**src/rtl/fetch_stage_ctrl.sv**
```systemverilog
// Fetch stage controller: owns the PC and the IF/ID register, and keeps at most one
// request outstanding on a variable-latency valid/ready instruction-memory port.
//
//   state  | meaning
//   S_REQ  | request for pc presented, waiting for imem_req_ready
//   S_WAIT | request accepted, waiting for the response
//   S_HOLD | response captured in buf_instr while the pipeline is stalled
//   S_DROP | in-flight response is stale after a flush, discard it on arrival
module fetch_stage_ctrl #(
    parameter int              XLEN      = 32,
    parameter logic [XLEN-1:0] RESET_PC  = '0,
    parameter logic [31:0]     NOP_INSTR = 32'h0000_0013
) (
    input  logic            clk,
    input  logic            reset,
    input  logic            PCWrite,
    input  logic            IF_ID_Write,
    input  logic            IF_Flush,
    input  logic [XLEN-1:0] branch_target,
    output logic            imem_req_valid,
    output logic [XLEN-1:0] imem_req_addr,
    input  logic            imem_req_ready,
    input  logic            imem_resp_valid,
    input  logic [31:0]     imem_resp_data,
    output logic [XLEN-1:0] pc_out,
    output logic [XLEN-1:0] IF_ID_PC,
    output logic [31:0]     IF_ID_Instr,
    output logic            IF_ID_Valid
);

    typedef enum logic [1:0] {S_REQ, S_WAIT, S_HOLD, S_DROP} state_t;

    state_t          state;
    logic [XLEN-1:0] pc;
    logic [XLEN-1:0] req_pc;
    logic [31:0]     buf_instr;

    logic            advance;
    logic            req_fire;
    logic            deliver;
    logic [31:0]     deliver_instr;
    logic [XLEN-1:0] pc_next;

    assign imem_req_valid = (state == S_REQ) && !reset;
    assign imem_req_addr  = pc;
    assign pc_out         = pc;

    assign advance  = PCWrite & IF_ID_Write;
    assign req_fire = imem_req_valid & imem_req_ready;
    assign pc_next  = pc + XLEN'(4);

    // An instruction reaches IF/ID only when the pipeline advances and no flush squashes it.
    always_comb begin
        deliver       = 1'b0;
        deliver_instr = buf_instr;
        if (!IF_Flush && advance) begin
            case (state)
                S_WAIT: begin
                    deliver       = imem_resp_valid;
                    deliver_instr = imem_resp_data;
                end
                S_HOLD:  deliver = 1'b1;
                default: deliver = 1'b0;
            endcase
        end
    end

    always_ff @(posedge clk) begin
        if (reset) begin
            state       <= S_REQ;
            pc          <= RESET_PC;
            req_pc      <= '0;
            buf_instr   <= NOP_INSTR;
            IF_ID_PC    <= '0;
            IF_ID_Instr <= NOP_INSTR;
            IF_ID_Valid <= 1'b0;
        end else if (IF_Flush) begin
            pc          <= branch_target;
            IF_ID_PC    <= pc;
            IF_ID_Instr <= NOP_INSTR;
            IF_ID_Valid <= 1'b0;
            // A request already on the wire must have its response swallowed in S_DROP.
            case (state)
                S_REQ:   state <= req_fire ? S_DROP : S_REQ;
                S_WAIT:  state <= imem_resp_valid ? S_REQ : S_DROP;
                S_HOLD:  state <= S_REQ;
                S_DROP:  state <= imem_resp_valid ? S_REQ : S_DROP;
                default: state <= S_REQ;
            endcase
        end else begin
            case (state)
                S_REQ: begin
                    if (req_fire) begin
                        req_pc <= pc;
                        state  <= S_WAIT;
                    end
                end
                S_WAIT: begin
                    if (imem_resp_valid) begin
                        if (advance) begin
                            state <= S_REQ;
                        end else begin
                            buf_instr <= imem_resp_data;
                            state     <= S_HOLD;
                        end
                    end
                end
                S_HOLD: begin
                    if (advance) state <= S_REQ;
                end
                S_DROP: begin
                    if (imem_resp_valid) state <= S_REQ;
                end
                default: state <= S_REQ;
            endcase

            if (deliver) begin
                pc          <= pc_next;
                IF_ID_PC    <= req_pc;
                IF_ID_Instr <= deliver_instr;
                IF_ID_Valid <= 1'b1;
            end else if (IF_ID_Write) begin
                IF_ID_PC    <= pc;
                IF_ID_Instr <= NOP_INSTR;
                IF_ID_Valid <= 1'b0;
            end
        end
    end

endmodule

```
**config.mk**
```make
export PLATFORM = sky130hd
export DESIGN_NAME = fetch_stage_ctrl
export DESIGN_NICKNAME = d
export VERILOG_FILES = /design/src/rtl/fetch_stage_ctrl.sv
export SDC_FILE = /design/constraint.sdc
export NUM_CORES = 1
export LEC_CHECK = 0
export ABC_CLOCK_PERIOD_IN_PS = 2200
export BUFFER_PORTS_ARGS = -buffer_cell sky130_fd_sc_hd__buf_4
export CAP_MARGIN = 20
export CORE_AREA = 3 3 151 153
export DETAILED_ROUTE_END_ITERATION = 16
export DIE_AREA = 0 0 154 156
export PLACE_DENSITY = 0.64
export RECOVER_POWER = 50
export REMOVE_ABC_BUFFERS = 1
export SYNTH_ARGS = -nofsm -noshare
export SYNTH_HDL_FRONTEND = slang
export SYNTH_SLANG_ARGS = --single-unit
```
**constraint.sdc**
```tcl
create_clock -name clk -period 2.2 [get_ports clk]
set_input_delay 0.66 -clock clk [delete_from_list [all_inputs] [get_ports clk]]
set_output_delay 0.66 -clock clk [all_outputs]
set_load 0.02 [all_outputs]
```
==> results.toml <==
[timing]
setup_ws_ns = 0.107
rsz0062_at_grt = "false"
finalSetupViolations = 0
timing.final.crit_share_pct = 95.1
finalHoldViolCount = 0
slew_violations = 0
worst_pin_slew_ns = 1.28
min_period_ns = 2.09
fmax_mhz = 478
fin_setup_tns_ns = 0
max-slew-margin-rel_pct = 14.4
skew_ns = 0.0112

[clocking]
cts.sinks = 163
cts_hold_buf = 0
cts_buffer_depth = 2
clkLatencyLatePin_ns = 0.43
h-tree-depth = 4
cts_tree = "done"
path_clk_slew_ns = 0.06
cts-buffers-inserted = 17
root_buffer = "clkbuf_16"
post_cts_buffers = 0

[worst_setup_path]
crit_type = "reg2out"
critical_path.startpoint = "state[0]$_SDFFE_PP0P_"
end_kind = "output pin"
crit_path_max_fanout = 5
cp_cell_sequence = "inv_1 > ha_4 > nor2b_1 > buf_4"
critPathMaxStageDelay_ns = 0.38
worstPathRequired_ns = 1.54
rrSetupSlack_ns = 0.15
reg2regPathDepth = 7
slowest_stage = "dfxtp_1"
start_kind = "flip-flop"
r2r-start = "state[0]$_SDFFE_PP0P_"
cp.arrival_ns = 1.43

[route]
drc = 0
via_per_inst = 5.05
detail_route.wl_per_cell_um = 16.0
routed.top_layer = "met4"
drt_iter0_drc = 520
m1WireLength_mm = 10.1
vias = 7141
drt-total-wl_mm = 22.6
met2WireLength_mm = 11.0
wl_met3_mm = 1.36
drtAntennaViolNets = 0
firstDrtPassIters = 5

[cells_and_area]
n_antenna_cell = 0
final_layout_size_suffix_gt1_share_pct = 17.7
nets = 1198
stdcell_count = 1413
final_util_pct = 43.8
area_delta_synth_final_pct = 26.1

[global_route]
grt_pass1_wl_mm = 35.3
antenna_found_initial = 0
grt_usage_pct = 18.1
grt_max_degree = 43
grt_overflow = 0
grt_pass1_vias = 6454

[die]
start_util_pct = 34.8
rows = 54
die_area_um2 = 24000
die_h_um = 156
core_um2 = 21700
die_w_um = 154
ios = 201

[synth]
synth_edf_count = 0
synth_warnings = 0
avgSynthCellArea_um2 = 7.91
yosysSeqAreaShare_pct = 43.3
synth_cell_type_count = 57
ys.flop_type = "dfxtp_1"
syn_area_um2 = 7540
ys_seq_elements = 163
synthArstFlopShare_pct = 0
synthCells = 953

[power]
leakagePower_nw = 3.53
p_comb_share_pct = 12.6
p_seq_share_pct = 44.2
p_int_mw = 5.28
powerDensity_nw_per_um2 = 748
p_switching_mw = 1.83
max-vdd-ir-drop_mv = 0.470
swShare_pct = 25.8
p_clk_share_pct = 43.2

[placement]
pre_cts_slack_ns = 0.0422
dpl.hpwl_mm = 16.0
dp.cells = 1382
io_buffer_count = 200
routabilityCongestion = 0.886

[run_status]
outcome = "finished clean"

[worst_hold_path]
hold_path.class = "in2reg"
hold_start = "branch_target[21]"
hold_path_depth = 3

[run]
cap_viol_max_count = 0
## path summary, 6_finish.rpt
path | endpoint
worst max register to register | imem_req_addr[11]$_SDFFE_PP0P_
worst min register to register | buf_instr[8]$_SDFFE_PP0P_
worst min-delay path | imem_req_addr[21]$_SDFFE_PP0P_
worst max-delay path | imem_req_valid
## kinds of logic after synthesis
kind of cell / Yosys count / synth area share [%]
adder cells (fa/ha/maj): 7 / 1.16
multiplexers: 40 / 5.92
AND/OR/NAND/NOR: 422 / 24.7
XOR/XNOR: 4 / 0.465
buffers and inverters: 114 / 7.73
flip-flops: 163 / 43.3
AO/OA/AOI/OAI: 203 / 16.8
## per-stage QoR
step	hold WS [ns]	total power, mW	area, um2
2_1_floorplan	0.427	3.64	7000
3_3_place_gp	0.439	4.16	9300
3_5_place_dp	0.447	4.17	9300
4_1_cts	0.436	7.23	9910
5_1_grt	0.440	7.39	9510
6_report	0.446	7.11	9510
## placed cells by master, fill, tap and decap left out, types with 4 or more instances in the layout
master | synthesis | routed
clkbuf_16 | 0 | 17
dfxtp_1 | 163 | 163
nor2_1 | 64 | 64
inv_1 | 10 | 10
and3_1 | 4 | 4
o21ai_1 | 8 | 8
mux2_2 | 12 | 12
nand4_1 | 14 | 14
o311ai_1 | 4 | 4
o21ai_0 | 9 | 9
clkbuf_1 | 50 | 108
a32oi_1 | 4 | 4
buf_4 | 36 | 139
nand3_1 | 17 | 17
nand2b_1 | 31 | 31
nor4_1 | 6 | 6
a21oi_1 | 115 | 115
nor3_1 | 5 | 5
a311oi_1 | 32 | 32
ha_1 | 7 | 6
a22oi_1 | 5 | 5
nand2_1 | 263 | 262
buf_12 | 0 | 4
mux2_1 | 25 | 25
## cell usage after synthesis (all sizes together), types with 2 or more instances
cell type	n	area share, %
nor3	7	0.60
inv	10	0.50
nand2	263	13
nand4	15	1.4
a222oi	2	0.27
a221oi	3	0.35
a311oi	32	3.7
mux2i	3	0.40
buf	54	4.7
mux2	37	5.5
xnor2	3	0.35
nor4	8	0.95
and3	4	0.33
o311ai	4	0.46
nand3	19	1.5
a32oi	4	0.46
and2	3	0.25
a22oi	5	0.50
o22ai	3	0.25
ha	7	1.2
nor2	65	3.3
a221o	2	0.27
dfxtp	163	43
o211ai	2	0.20
o21ai	17	1.1
a21oi	116	7.7
nand2b	31	2.6
nor2b	2	0.17
a21o	3	0.30
clkbuf	50	2.5
a31oi	2	0.17
## critical path: cells and delay by family, from the launching register on
| family | cells | cell delay [ns] |
|---|---|---|
| simple gates | 1 | 0.13 |
| flops | 1 | 0.38 |
| buf+inv | 2 | 0.29 |
| fa+ha+maj | 1 | 0.20 |
## routing by layer
| layer | GRT usage, % | up-vias |
|---|---|---|
| met3 | 4.38 | 12 |
| met2 | 30.3 | 188 |
| met5 | 0 | - |
| met1 | 23.6 | 3372 |
| li1 | - | 3569 |
| met4 | 4.29 | 0 |
## flip-flops by register name, indices dropped and copies added (netlist names)
name and cells:
IF_ID_Instr 32, IF_ID_PC 32, IF_ID_Valid 1, buf_instr 32
imem_req_addr 32, req_pc 32, state 2
## power by group through the flow
stage          Combinational [mW]  Clock (mW)  Sequential (mW)
2_1_floorplan               0.303           0             3.33
3_3_place_gp                0.948           0             3.21
3_5_place_dp                0.956           0             3.21
4_1_cts                     0.958        3.12             3.15
5_1_grt                     0.973        3.26             3.16
6_report                    0.893        3.07             3.14
## area by class of cell
class | count | area (um2)
clock buffers | 23 | 478
clock inverters | 9 | 128
fillers | 2213 | 12200
inverters | 10 | 37.5
multi-input cells | 676 | 3710
flip-flops and latches | 163 | 3260
well taps | 280 | 350
repair buffers | 252 | 1540
## timing repair
action / CTS / global route
resized for setup: 0 / 2
setup endpoints to repair: 0 / 12
endpoints found under the hold margin: 0 / 0
(Power assumes the default switching activity.)
